[config.mk]
export PLATFORM = sky130hd
export DESIGN_NAME = fetch_stage
export DESIGN_NICKNAME = d
export VERILOG_FILES = /design/src/rtl/fetch_stage.sv
export SDC_FILE = /design/constraint.sdc
export NUM_CORES = 1
export LEC_CHECK = 0
export CORE_ASPECT_RATIO = 1.1
export CORE_UTILIZATION = 46
export DETAILED_ROUTE_END_ITERATION = 8
export PLACE_DENSITY = 0.8
export RECOVER_POWER = 100
export SLEW_MARGIN = 0
export SYNTH_ARGS = -nofsm -noshare
export SYNTH_HDL_FRONTEND = slang
export SYNTH_SLANG_ARGS = --single-unit
[constraint.sdc]
create_clock -name clk -period 2.3 [get_ports clk]
set_input_delay 0.46 -clock clk [delete_from_list [all_inputs] [get_ports clk]]
set_output_delay 0.46 -clock clk [all_outputs]
set_load 0.005 [all_outputs]
[src/rtl/fetch_stage.sv]
`default_nettype none
// +--------------------------------------------------------------------------+
// | fetch_stage : IF stage with miss wait, one-entry hold buffer and flush.   |
// | Optional HALT stop enabled by defining FETCH_HALT_EN.  Revision: 1.0      |
// +--------------------------------------------------------------------------+
module fetch_stage (
  input  logic        clk,
  input  logic        rst,
  input  logic        stall,
  input  logic        flush,
  input  logic [15:0] redirectPC,
  output logic [15:0] imemAddr,
  output logic        imemRd,
  input  logic [15:0] imemData,
  input  logic        imemDone,
  output logic [15:0] instruction,
  output logic [15:0] pcPlus2,
  output logic        instrValidD,
  output logic [15:0] pc,
  output logic        halted
);

  localparam logic [15:0] C_NOP = 16'h0800;

  typedef enum logic [1:0] {
    S_FETCH = 2'd0,
    S_WAIT  = 2'd1,
    S_DROP  = 2'd2,
    S_HALT  = 2'd3
  } state_t;

  state_t      state_q, state_d;
  logic [15:0] pc_q, pc_d;
  logic [15:0] instr_q, instr_d;
  logic [15:0] pcp2_q, pcp2_d;
  logic        valid_q, valid_d;
  logic        holdv_q, holdv_d;
  logic [15:0] holdw_q, holdw_d;
  logic        w_cap;
  logic [15:0] w_cap_word;
  logic        w_rd;

  always_ff @(posedge clk) begin
    if (rst) begin
      state_q <= S_FETCH;
      pc_q    <= 16'h0000;
      instr_q <= C_NOP;
      pcp2_q  <= 16'h0000;
      valid_q <= 1'b0;
      holdv_q <= 1'b0;
      holdw_q <= 16'h0000;
    end else begin
      state_q <= state_d;
      pc_q    <= pc_d;
      instr_q <= instr_d;
      pcp2_q  <= pcp2_d;
      valid_q <= valid_d;
      holdv_q <= holdv_d;
      holdw_q <= holdw_d;
    end
  end

  always_comb begin
    w_rd = 1'b0;
    case (state_q)
      S_FETCH: w_rd = !stall && !flush && !holdv_q;
      S_WAIT:  w_rd = 1'b1;
      default: w_rd = 1'b0;
    endcase
  end

  always_comb begin
    state_d    = state_q;
    pc_d       = pc_q;
    instr_d    = instr_q;
    pcp2_d     = pcp2_q;
    valid_d    = valid_q;
    holdv_d    = holdv_q;
    holdw_d    = holdw_q;
    w_cap      = 1'b0;
    w_cap_word = imemData;

    if (flush) begin
      // A read still in flight must have its response swallowed in DROP.
      pc_d    = redirectPC;
      valid_d = 1'b0;
      instr_d = C_NOP;
      holdv_d = 1'b0;
      state_d = ((state_q == S_WAIT || state_q == S_DROP) && !imemDone) ? S_DROP : S_FETCH;
    end else begin
      case (state_q)
        S_FETCH: begin
          if (!stall) begin
            if (holdv_q) begin
              w_cap      = 1'b1;
              w_cap_word = holdw_q;
              holdv_d    = 1'b0;
            end else if (imemDone) begin
              w_cap = 1'b1;
            end else begin
              state_d = S_WAIT;
              valid_d = 1'b0;
              instr_d = C_NOP;
            end
          end
        end
        S_WAIT: begin
          if (imemDone) begin
            state_d = S_FETCH;
            if (stall) begin
              holdv_d = 1'b1;
              holdw_d = imemData;
            end else begin
              w_cap = 1'b1;
            end
          end else if (!stall) begin
            valid_d = 1'b0;
            instr_d = C_NOP;
          end
        end
        S_DROP: begin
          if (imemDone) state_d = S_FETCH;
          if (!stall) begin
            valid_d = 1'b0;
            instr_d = C_NOP;
          end
        end
        default: begin
          if (!stall) begin
            valid_d = 1'b0;
            instr_d = C_NOP;
          end
        end
      endcase

      if (w_cap) begin
        instr_d = w_cap_word;
        pcp2_d  = pc_q + 16'd2;
        pc_d    = pc_q + 16'd2;
        valid_d = 1'b1;
`ifdef FETCH_HALT_EN
        if (w_cap_word[15:11] == 5'b00000) state_d = S_HALT;
`endif
      end
    end
  end

  assign imemAddr    = pc_q;
  assign imemRd      = w_rd;
  assign instruction = instr_q;
  assign pcPlus2     = pcp2_q;
  assign instrValidD = valid_q;
  assign pc          = pc_q;
`ifdef FETCH_HALT_EN
  assign halted = (state_q == S_HALT);
`else
  assign halted = 1'b0;
`endif

endmodule
`default_nettype wire

==> results.toml <==
[pwr]
p_comb_share_pct = 14.0
clock_power_share_pct = 42.3
vdd_drop_max_uv = 330
p_int_w = 0.00223
powerDensity_nw_per_um2 = 638
leakage_nw = 1.71
seqPwrFrac_pct = 43.7
power.switching_w = 0.000672
swShare_pct = 23.2

[timing]
worst_slew_pin_slew_ps = 1100
hold_viol = 0
slew_viol_final = 0
rsz0062_at_grt = "no"
setup_viol = 0
fin_worst_skew_ps = 9.27
clock.fmax_ghz = 0.485
min_period_ps = 2060
whs_ps = 437
fin_setup_tns_ps = 0
fin_crit_sh_pct = 89.7
fin_ws_ps = 236
slew_headroom_pct = 26.5

[critical_path]
cp_max_fo = 7
cp_slowest_cell = "dlygate4sd3_1"
slowest_delay_ps = 620
worstSetupPathType = "flop to output pin"
cp_cell_sequence = "clkbuf_1 > dlygate4sd3_1"
crit_arrival_ps = 1600
required_ps = 1840
crit_path_end_kind = "output pin"
start_kind = "flop"

[routing]
drt_iter0_drc = 101
wire_per_inst_um = 14.7
first_pass_iters = 4
detail-route-antenna-nets = 0
remaining_drc_errors = 0
vias = 3134
routed_wirelength_mm = 8.28
viasPerCell = 5.58

[die]
initial_core_util_pct = 48.6
die_area_um2 = 7430
rows = 31
core_area_um2 = 6710
die_y_um = 90.3
die_w_um = 82.3
io_pins = 104

[logic_synthesis]
synth_cell_types = 46
synth_top_area_share_pct = 41.7
synth_area_leaders = "dfxtp_1 (42%), mux2_2 (5.5%), nor2_1 (5.4%), nand2_1 (5.1%), a211oi_1 (4.1%)"
synth-edff-count = 0
yosysSeqAreaShare_pct = 41.7
yosysTopAreaCell = "dfxtp_1"
synth_nets = 429
synth_seq_cells = 68
avgSynthCellArea_um2 = 8.39
synthFlopType = "dfxtp_1"
ys_async_sr_fraction_pct = 0
yosysMostFrequentCell = "dfxtp_1"
synthCells = 389
synthTopCellsByCount = "dfxtp_1 (68), nor2_1 (47), nand2_1 (44)"
yosys_warnings = 0
synth_area_um2 = 3260

[clocking]
cts.sinks = 68
clock_latency_ps = 340
path_clk_slew_ps = 70
cts_buffers = 9
post_cts_buffers = 0
root_buffer = "clkbuf_8"
h-tree-depth = 3
clk_path_buf_depth = 2
tritoncts = "built"
cts.hold.buffers_added = 0

[global_route]
grt.total_usage_pct = 23.4
antenna_found_initial = 0
grt_pass1_wl_mm = 13.5
grt_pass1_vias = 2906
grt_start_max_net_pins = 31
grt-ovfl-total = 0

[place]
dpl_worst_slack_ps = 64.0
port_buffers = 102
dp.cells = 546
place_hpwl_mm = 5.77
place_congestion = 0.854

[outcome]
status = "finished clean"

[final_layout]
syn2layout_area_growth_pct = 39.2
stdcell_count = 562
utilization_pct = 67.6
diodes = 0
drive_above_1_share_pct = 10.2
n_fill_cell = 554
fin_nets = 515

[flow_run]
drv_cap = 0

[worst_hold_path]
hp-class = "primary input to flop"
-- logic make-up (layout without fill, tap and decap cells) --
kind of cell	Yosys count	after routing	share of synthesized area [%]
adder cells (fa/ha/maj)	3	3	1.15
multiplexers	20	20	6.75
flip-flops	68	68	41.7
buffers and inverters	56	147	8.48
AO/OA/AOI/OAI	87	87	18.0
AND/OR/NAND/NOR	141	141	20.3
other	1	1	0.115
XOR/XNOR	13	13	3.49
-- registers in the layout (all words and copies together) (netlist names) --
signal	cells
holdw_q	16
imemAddr	16
instruction	16
pcPlus2	16
state_q	2
holdv_q	1
instrValidD	1
-- layout by cell type (no fill, tap or decap), types with 6 or more instances in the layout --
cell             instances
clkbuf_1                 6
clkbuf_8                11
a211oi_1                18
dlygate4sd3_1           63
inv_1                   12
a21oi_1                 24
or3_1                    6
nand2_1                 44
nand2b_1                 6
xnor2_1                 11
buf_4                    8
nand3_1                  8
mux2_2                  16
a311oi_1                 8
clkdlybuf4s50_1         37
o21ai_0                 10
nor2_1                  47
dfxtp_1                 68
nor3_1                   8
a22oi_1                 15
-- worst paths after layout --
check | start | end | slack [ps] | cells after the start
worst max-delay path | imemAddr[8]$_SDFFE_PP0P_ | imemAddr[8] | 240 | 2
worst min-delay path | rst | holdw_q[12]$_SDFFE_PP0P_ | 440 | 2
worst max register to register | imemAddr[2]$_SDFFE_PP0P_ | imemAddr[11]$_SDFFE_PP0P_ | 270 | 5
worst min register to register | holdw_q[12]$_SDFFE_PP0P_ | holdw_q[12]$_SDFFE_PP0P_ | 460 | 2
-- repair_timing --
action                                  4_1_cts  5_1_grt
resized for setup                             1        2
gates cloned                                  0        0
hold endpoints to repair                      0        0
pin swaps                                     0        0
endpoints found under the setup margin        1        1
-- power by group through the flow --
stage	Combinational [W]	Clock, W	Sequential, W
6_report	0.000406	0.00123	0.00127
3_3_place_gp	0.000423	0	0.00129
5_1_grt	0.000450	0.00129	0.00127
4_1_cts	0.000435	0.00124	0.00127
3_5_place_dp	0.000432	0	0.00129
2_1_floorplan	0.000206	0	0.00129
-- worst max-delay path, delay by kind of cell, from the launching register on --
kind     cells  cell delay [ps]
buf+inv      2              910
flops        1              360
-- final cells by class --
type	instances	area (µm²)	area share, %
timing repair buffer	118	1140	25.1
tap	82	103	2.26
clock inverter	4	95.1	2.09
clock buffer	12	155	3.42
sequential	68	1360	30.0
multi-input combinational	265	1640	36.1
inverter	13	48.8	1.07
-- stage by stage --
stage / instance area, µm² / total power [W]
detailed placement: 4320 / 0.00173
finish: 4540 / 0.00290
floorplan: 3260 / 0.00150
CTS: 4570 / 0.00294
global route: 4540 / 0.00301
global placement: 4320 / 0.00171
-- routing by layer --
layer / vias to the layer above / global-route usage [%] / part of all wire [%]
li1: 1523 / - / -
met1: 1483 / 29.1 / 43
met2: 114 / 37.8 / 48
met3: 14 / 5.45 / 7.4
met4: 0 / 10.1 / 1.4
met5: - / 0 / 0
(Power assumes the default switching activity.)
